[src/rtl/sys_ctrl.sv]
// sys_ctrl: command sequencer between the UART byte link, the register file
// and the ALU. Parses RX command frames, issues register-file writes/reads,
// loads ALU operands into registers 0/1, fires the ALU and returns read data
// or ALU results over UART TX.
//
//  state     | meaning
//  ----------+------------------------------------------------------------
//  IDLE      | waiting for a command byte (AA/BB/CC/DD), others dropped
//  WR_ADDR   | write frame, waiting for the address byte
//  WR_DATA   | write frame, waiting for the data byte
//  RD_ADDR   | read frame, waiting for the address byte
//  RD_WAIT   | read issued, waiting for RdData_VLD
//  OP_A      | ALU frame, waiting for operand A (written to reg 0)
//  OP_B      | ALU frame, waiting for operand B (written to reg 1)
//  ALU_FUN_S | ALU clock enabled, waiting for the function byte
//  ALU_WAIT  | ALU started, waiting for ALU_OUT_VLD
//  TX_SEND   | pending byte ready, waiting for TX_BUSY=0 to strobe it
//  TX_WAIT   | byte strobed, waiting for TX_BUSY=1 before the next step
module sys_ctrl #(
    parameter int DATA_WIDTH = 8,
    parameter int ADDR       = 4,
    parameter int FUN_W      = 4
) (
    input  logic                    CLK,
    input  logic                    RST,
    input  logic [DATA_WIDTH-1:0]   RX_P_DATA,
    input  logic                    RX_D_VLD,
    input  logic [DATA_WIDTH-1:0]   RdData,
    input  logic                    RdData_VLD,
    input  logic [2*DATA_WIDTH-1:0] ALU_OUT,
    input  logic                    ALU_OUT_VLD,
    input  logic                    TX_BUSY,
    output logic                    WrEn,
    output logic                    RdEn,
    output logic [ADDR-1:0]         Address,
    output logic [DATA_WIDTH-1:0]   WrData,
    output logic                    ALU_EN,
    output logic [FUN_W-1:0]        ALU_FUN,
    output logic                    CLK_GATE_EN,
    output logic [DATA_WIDTH-1:0]   TX_P_DATA,
    output logic                    TX_D_VLD
);

    localparam logic [3:0] IDLE      = 4'd0;
    localparam logic [3:0] WR_ADDR   = 4'd1;
    localparam logic [3:0] WR_DATA   = 4'd2;
    localparam logic [3:0] RD_ADDR   = 4'd3;
    localparam logic [3:0] RD_WAIT   = 4'd4;
    localparam logic [3:0] OP_A      = 4'd5;
    localparam logic [3:0] OP_B      = 4'd6;
    localparam logic [3:0] ALU_FUN_S = 4'd7;
    localparam logic [3:0] ALU_WAIT  = 4'd8;
    localparam logic [3:0] TX_SEND   = 4'd9;
    localparam logic [3:0] TX_WAIT   = 4'd10;

    localparam logic [DATA_WIDTH-1:0] CMD_WR  = DATA_WIDTH'(8'hAA);
    localparam logic [DATA_WIDTH-1:0] CMD_RD  = DATA_WIDTH'(8'hBB);
    localparam logic [DATA_WIDTH-1:0] CMD_OP  = DATA_WIDTH'(8'hCC);
    localparam logic [DATA_WIDTH-1:0] CMD_NOP = DATA_WIDTH'(8'hDD);

    logic [3:0]              state;
    logic [3:0]              state_nxt;
    logic [ADDR-1:0]         addr_buf;
    logic [2*DATA_WIDTH-1:0] tx_buf;
    logic [1:0]              tx_left;

    logic            addr_ld;
    logic            wr_go;
    logic [ADDR-1:0] wr_addr;
    logic            rd_go;
    logic            fun_go;
    logic            rd_cap;
    logic            alu_cap;
    logic            tx_go;
    logic            gate_on;

    // Next-state decode plus one-cycle action requests for the datapath.
    always_comb begin
        state_nxt = state;
        addr_ld   = 1'b0;
        wr_go     = 1'b0;
        wr_addr   = addr_buf;
        rd_go     = 1'b0;
        fun_go    = 1'b0;
        rd_cap    = 1'b0;
        alu_cap   = 1'b0;
        tx_go     = 1'b0;
        case (state)
            IDLE: begin
                if (RX_D_VLD) begin
                    if (RX_P_DATA == CMD_WR)
                        state_nxt = WR_ADDR;
                    else if (RX_P_DATA == CMD_RD)
                        state_nxt = RD_ADDR;
                    else if (RX_P_DATA == CMD_OP)
                        state_nxt = OP_A;
                    else if (RX_P_DATA == CMD_NOP)
                        state_nxt = ALU_FUN_S;
                end
            end
            WR_ADDR: begin
                if (RX_D_VLD) begin
                    addr_ld   = 1'b1;
                    state_nxt = WR_DATA;
                end
            end
            WR_DATA: begin
                if (RX_D_VLD) begin
                    wr_go     = 1'b1;
                    state_nxt = IDLE;
                end
            end
            RD_ADDR: begin
                if (RX_D_VLD) begin
                    rd_go     = 1'b1;
                    state_nxt = RD_WAIT;
                end
            end
            RD_WAIT: begin
                if (RdData_VLD) begin
                    rd_cap    = 1'b1;
                    state_nxt = TX_SEND;
                end
            end
            OP_A: begin
                if (RX_D_VLD) begin
                    wr_go     = 1'b1;
                    wr_addr   = '0;
                    state_nxt = OP_B;
                end
            end
            OP_B: begin
                if (RX_D_VLD) begin
                    wr_go     = 1'b1;
                    wr_addr   = ADDR'(1);
                    state_nxt = ALU_FUN_S;
                end
            end
            ALU_FUN_S: begin
                if (RX_D_VLD) begin
                    fun_go    = 1'b1;
                    state_nxt = ALU_WAIT;
                end
            end
            ALU_WAIT: begin
                if (ALU_OUT_VLD) begin
                    alu_cap   = 1'b1;
                    state_nxt = TX_SEND;
                end
            end
            TX_SEND: begin
                if (!TX_BUSY) begin
                    tx_go     = 1'b1;
                    state_nxt = TX_WAIT;
                end
            end
            TX_WAIT: begin
                // tx_left was already decremented when the strobe went out
                if (TX_BUSY)
                    state_nxt = (tx_left != 2'd0) ? TX_SEND : IDLE;
            end
            default: state_nxt = IDLE;
        endcase
    end

    // The ALU clock is enabled on the transition into ALU_FUN_S from either
    // the CC path (after operand B) or the DD path.
    assign gate_on = (state_nxt == ALU_FUN_S) && (state != ALU_FUN_S);

    // State register.
    always_ff @(posedge CLK) begin
        if (!RST)
            state <= IDLE;
        else
            state <= state_nxt;
    end

    // Registered outputs, address latch and the TX byte buffer.
    always_ff @(posedge CLK) begin
        if (!RST) begin
            WrEn        <= 1'b0;
            RdEn        <= 1'b0;
            Address     <= '0;
            WrData      <= '0;
            ALU_EN      <= 1'b0;
            ALU_FUN     <= '0;
            CLK_GATE_EN <= 1'b0;
            TX_P_DATA   <= '0;
            TX_D_VLD    <= 1'b0;
            addr_buf    <= '0;
            tx_buf      <= '0;
            tx_left     <= 2'd0;
        end else begin
            WrEn     <= wr_go;
            RdEn     <= rd_go;
            ALU_EN   <= fun_go;
            TX_D_VLD <= tx_go;

            if (addr_ld)
                addr_buf <= RX_P_DATA[ADDR-1:0];

            if (wr_go) begin
                Address <= wr_addr;
                WrData  <= RX_P_DATA;
            end else if (rd_go) begin
                Address <= RX_P_DATA[ADDR-1:0];
            end

            if (fun_go)
                ALU_FUN <= RX_P_DATA[FUN_W-1:0];

            if (gate_on)
                CLK_GATE_EN <= 1'b1;
            else if (alu_cap)
                CLK_GATE_EN <= 1'b0;

            // Low byte always goes first; the buffer shifts down after each send.
            if (rd_cap) begin
                tx_buf  <= {{DATA_WIDTH{1'b0}}, RdData};
                tx_left <= 2'd1;
            end else if (alu_cap) begin
                tx_buf  <= ALU_OUT;
                tx_left <= 2'd2;
            end else if (tx_go) begin
                TX_P_DATA <= tx_buf[DATA_WIDTH-1:0];
                tx_buf    <= {{DATA_WIDTH{1'b0}}, tx_buf[2*DATA_WIDTH-1:DATA_WIDTH]};
                tx_left   <= tx_left - 2'd1;
            end
        end
    end

endmodule

[config.mk]
export PLATFORM = sky130hd
export DESIGN_NAME = sys_ctrl
export DESIGN_NICKNAME = d
export VERILOG_FILES = /design/src/rtl/sys_ctrl.sv
export SDC_FILE = /design/constraint.sdc
export NUM_CORES = 1
export LEC_CHECK = 0
export ABC_AREA = 1
export CAP_MARGIN = 5
export CORE_MARGIN = 2
export CORE_UTILIZATION = 40
export CTS_CLUSTER_SIZE = 30
export DETAILED_ROUTE_END_ITERATION = 10
export DONT_BUFFER_PORTS = 1
export PLACE_DENSITY_LB_ADDON = 0.15
export SYNTH_ARGS = -nofsm -noshare
export SYNTH_HDL_FRONTEND = slang
export SYNTH_SLANG_ARGS = --single-unit
[constraint.sdc]
create_clock -name CLK -period 2.7 [get_ports CLK]
set_input_delay 0.27 -clock CLK [delete_from_list [all_inputs] [get_ports CLK]]
set_output_delay 0.27 -clock CLK [all_outputs]
set_load 0.02 [all_outputs]
# Yosys cells after proc, flatten, opt, wreduce, memory -nomap -nowiden
# Cells that the tools add are included.
# word_totals
regBits,55
wordCells,86
# classes
add_sub_neg,1
eq_ne,16
mux,41
n_bitwise,3
n_reduce_logical,10
# ops
op,count
4-bit two-way mux,20
4-bit one-hot mux with 11 select lines,1
8-bit equality test (second input constant),4
16-bit two-way mux,2
4-bit by 3-bit equality test with 1-bit output (second input constant),5
1-bit two-way mux,14
4-bit equality test (second input constant),3
4-bit by 2-bit equality test with 1-bit output (second input constant),2
8-bit two-way mux,1
4-bit one-hot mux with 2 select lines,1
2-bit nonzero test,4
4-bit by 1-bit equality test with 1-bit output (second input constant),1
4-bit zero test,1
2-bit two-way mux,2
4-bit by 3-bit != test with 1-bit output (second input constant),1
1-bit inverter,3
3-bit AND reduction,1
3-bit nonzero test,1
3-bit OR reduction,1
2-bit OR reduction,1
2-bit by 1-bit subtractor with 2-bit output (second input constant),1
1-bit logical AND,1

# Logic depth before layout (Yosys ltp)
# logic_depth
ltp_word,10
ltp_mapped,13
depth_no_buf,13

# Least setup slack after synthesis
# Ideal clock, no wire load.
# synth_path
path_type,register to register
from,reg state[2]
to,reg tx_buf[5]
setup_ns,0.128
arrival_time_ns,1.318
required_ns,2.572
setup_slack_ns,1.254
path_stages_with_launch,9
path_buffers,1
period_less_slack_ns,1.446
path_cell_list,dfxtp_1 inv_2 nor2_2 nand3_4 buf_2 o21ai_2 a21oi_1 a21oi_1 nor2_1
# synth_via
elab_chain_len,4
# synth_rtl
item,line_no,text
"start, declared",61,logic [3:0] state;
"start signal, assigned",175,state <= state_nxt;
4-bit equality test,88,case (state)
1-bit two-way mux,88,
16-bit two-way mux,221,end else if (alu_cap) begin
8-bit two-way mux,218,if (rd_cap) begin
"end signal, assigned",219,"tx_buf <= {{DATA_WIDTH{1'b0}}, RdData};"
"end signal, assigned",226,"tx_buf <= {{DATA_WIDTH{1'b0}}, tx_buf[2*DATA_WIDTH-1:DATA_WIDTH]};"
"end, declared",64,logic [2*DATA_WIDTH-1:0] tx_buf;
# Several ways; a longest one is shown, not always the timed one.
# A chain may end at the register's enable or synchronous reset.

# Worst setup path after layout
# layout_path
from,reg state[1]
to,reg tx_buf[0]
# The elaborated chain is that of the path after synthesis.

==> implementation parameters <==
Parameter                              Value

Run status
  Result of the run    complete, no violations

CTS
  Number of buffers created by CTS    5
  Maximum count of clock buffers along a single path    2
  CTS H-tree lvls    2
  Clock transition at the registers of the reported paths    0.10 ns
  Post-cts resize count    0
  Clk_lat worst skew    0.31 ns
  Setup Buffers After CTS    0
  CTS tree    built
  Number of hold-repair buffers added at the cts stage    0
  Clock sink count    55
  Root buffer cell    sky130_fd_sc_hd__clkbuf_8

Die
  Boundary Pins    67
  Num rows    29
  Y dimension of the die    84.35 um
  Die area    7115 sq um
  Die outline width    84.35 um
  Initial Util    40.90%
  Core region area    6314 sq um

Yosys
  Fraction of synthesized cell area taken by the top area cell type    42.64%
  Leading area contributor after synthesis    sky130_fd_sc_hd__dfxtp_1
  Sequential-to-total area share from yosys stat    42.64%
  Post-Synthesis Net Count    408
  Number of register bits inferred by synthesis    55
  Post-Syn Area    2582 sq um
  Leading post-synthesis cells by cell area    sky130_fd_sc_hd__dfxtp_1, sky130_fd_sc_hd__nand2_1, sky130_fd_sc_hd__a21oi_1
  Number of unique standard cell types used by synthesis    32
  Synth warn    0
  Post-Syn Area per Cell    6.999 sq um
  Most instantiated flip-flop cell in the synthesis netlist    sky130_fd_sc_hd__dfxtp_1
  Post-synth ARST share    0%
  Number of enable flip-flop cells after synthesis    0
  Post-Syn Instances    369

STA
  Aggregate negative setup slack    0 ns
  PnR worst setup slack    0.8943 ns
  Crit share post-route    66.88%
  Final hold violations    0
  Pin slew with the least headroom to its limit    0.5770 ns
  Min Clock Period, post-route    1.806 ns
  Relative slew margins    61.49%
  Worst hold margin    0.05669 ns
  Timing-limited maximum frequency    0.5538 GHz
  RSZ-0062 raised after global routing    false
  Number of setup violations in the final report    0
  Worst clock skew    0.005347 ns
  Slew Viols, Final    0

Place
  Worst setup slack after placement    0.9174 ns
  Placed instance area    2618 sq um
  Count of input and output buffers    0
  RePlAce Congestion    0.8954
  HPWL after detailed placement    4481 um

Worst setup path
  Slowest stage cell on the critical path    sky130_fd_sc_hd__dfxtp_1
  Cell-by-cell trace of the critical path    inv_2 -> nand2_1 -> nor2_1 -> nand2_2 -> nand2_2 -> inv_4 -> nand2_4 -> o21ai_0 -> a21oi_1 -> a21oi_1 -> nor2_1
  Category of cells accounting for the largest share of critical-path delay    simple AND/OR/NAND/NOR gates
  Crit path required time    2.88 ns
  CP max stage delay    0.51 ns
  Arrival time of the worst setup path    1.99 ns
  Sum of buffers and inverters on the critical path    2
  Maximum fanout count along the critical path    12
  Element type at the critical path end    flip-flop
  Setup slack of the most critical reg-to-reg path    0.89 ns
  WS Path Type    flip-flop to flip-flop
  Startpoint class of the critical path    flip-flop

Run
  Max Cap Viol    0

Power
  Power density over the cells    552.5 nW/um^2
  Worst VDD drop    292.5 uV
  Pleak    1.124 nW

Layout
  Layout cell share with drive strength beyond 1    9.537%
  ANT cells    0
  Count of nets after finishing    405
  Area growth from synthesis to layout    6.056%
  Total non-filler cell area in the finished layout    2739 sq um

Drt
  Vias per std cell    5.016
  Number of routed nets with antenna violations    0
  Post-detailed-route wirelength per cell    13.56 um
  Total via count in the routed design    2227
  Total routed wirelength    6021 um
  Starting DRC count in detailed routing    121
  DRC    0
  First-pass DRT Iterations    4

Global routing
  Via count of the first global-routing pass    2128
  Leftover overflow at the end of global routing    0
  Global-route wire length before repair    10160 um
  Initial antenna violation count    0
  Global-route usage over all layers    17.48%
  Largest net degree at the start of global routing    25

Hold path
  Worst min-delay path class    input port to flip-flop
## metal layers
metal / part of all wire (%) / global-route usage (%) / wire, um / up-vias
met4: 1.2 / 5.051 / 71 / 0
met1: 51 / 24.44 / 3045 / 974
met5: 0 / 0 / 0 / -
li1: - / - / - / 1196
met2: 42 / 25.69 / 2511 / 51
met3: 6.5 / 5.998 / 392 / 6
## path summary, 6_finish.rpt
check,from,to,cells after the start
worst min register to register,tx_buf[9],tx_buf[9],2
worst max-delay path,state[1],tx_buf[0],11
worst min-delay path,RST,Address[1],2
worst max register to register,state[1],tx_buf[0],11
## metrics by stage
| stage | utilization [%] | std cells | total power [W] |
|---|---|---|---|
| after floorplan | - | 369 | 0.0009340 |
| after global placement | 41.46 | 436 | 0.0009464 |
| after detailed placement | 41.46 | 436 | 0.0009465 |
| after CTS | 43.38 | 444 | 0.001530 |
| after global routing | 43.38 | 444 | 0.001576 |
| final | 43.38 | 444 | 0.001513 |
## registers in the layout, indices dropped and copies added (netlist names)
signal / count
RdEn: 1
TX_P_DATA: 8
TX_D_VLD: 1
ALU_EN: 1
ALU_FUN: 4
tx_left: 2
state: 4
Address: 4
CLK_GATE_EN: 1
tx_buf: 16
WrData: 8
WrEn: 1
addr_buf: 4
## where the power goes
group | total (W) | switching, W | internal, W | leakage [nW]
Clock | 0.000586 | 0.000280 | 0.000306 | 0.0618
Sequential | 0.000841 | 0.0000179 | 0.000823 | 0.444
Combinational | 0.0000864 | 0.0000592 | 0.0000272 | 0.619
Total | 0.00151 | 0.000358 | 0.00116 | 1.12
## cell usage after synthesis (2+ instances only)
cell type,number
sky130_fd_sc_hd__a21oi_1,47
sky130_fd_sc_hd__a31oi_1,5
sky130_fd_sc_hd__buf_2,4
sky130_fd_sc_hd__clkbuf_1,3
sky130_fd_sc_hd__dfxtp_1,55
sky130_fd_sc_hd__inv_1,26
sky130_fd_sc_hd__inv_2,6
sky130_fd_sc_hd__nand2_1,97
sky130_fd_sc_hd__nand2_2,4
sky130_fd_sc_hd__nand2_4,2
sky130_fd_sc_hd__nand3_1,14
sky130_fd_sc_hd__nor2_1,40
sky130_fd_sc_hd__nor2_2,4
sky130_fd_sc_hd__nor2_4,2
sky130_fd_sc_hd__nor3_1,2
sky130_fd_sc_hd__o211ai_1,3
sky130_fd_sc_hd__o21ai_0,29
sky130_fd_sc_hd__o21ai_1,5
sky130_fd_sc_hd__o21ai_2,4
sky130_fd_sc_hd__or2_0,5
## area by class of cell
cell class / instances / area (sq um)
fill: 703 / 3575
tap: 77 / 96.34
clock buffer: 6 / 82.58
multi-input combinational: 269 / 1275
sequential: 55 / 1101
inverter: 34 / 137.6
clock inverter: 2 / 38.79
timing repair buffer: 1 / 7.507
## cell usage in the layout (no fill, tap or decap), types with 3 or more instances in the layout
cell type and count:
sky130_fd_sc_hd__nand2_2 4, sky130_fd_sc_hd__a31oi_1 5, sky130_fd_sc_hd__clkbuf_8 6, sky130_fd_sc_hd__o21ai_2 4
sky130_fd_sc_hd__nor2_1 40, sky130_fd_sc_hd__inv_2 6, sky130_fd_sc_hd__or2_0 5, sky130_fd_sc_hd__nand3_1 14
sky130_fd_sc_hd__o21ai_0 29, sky130_fd_sc_hd__nand2_1 97, sky130_fd_sc_hd__o21ai_1 5, sky130_fd_sc_hd__o211ai_1 3
sky130_fd_sc_hd__a21oi_1 47, sky130_fd_sc_hd__nor2_2 4, sky130_fd_sc_hd__inv_1 26, sky130_fd_sc_hd__dfxtp_1 55
## logic make-up after synthesis
family	share of synthesized area, %
and+or+nand+nor	29.46
buffers and inverters	7.994
AOI/OAI and AO/OA	19.43
DFF	42.64
adders and majority gates	0.4844
(Power assumes the default switching activity.)
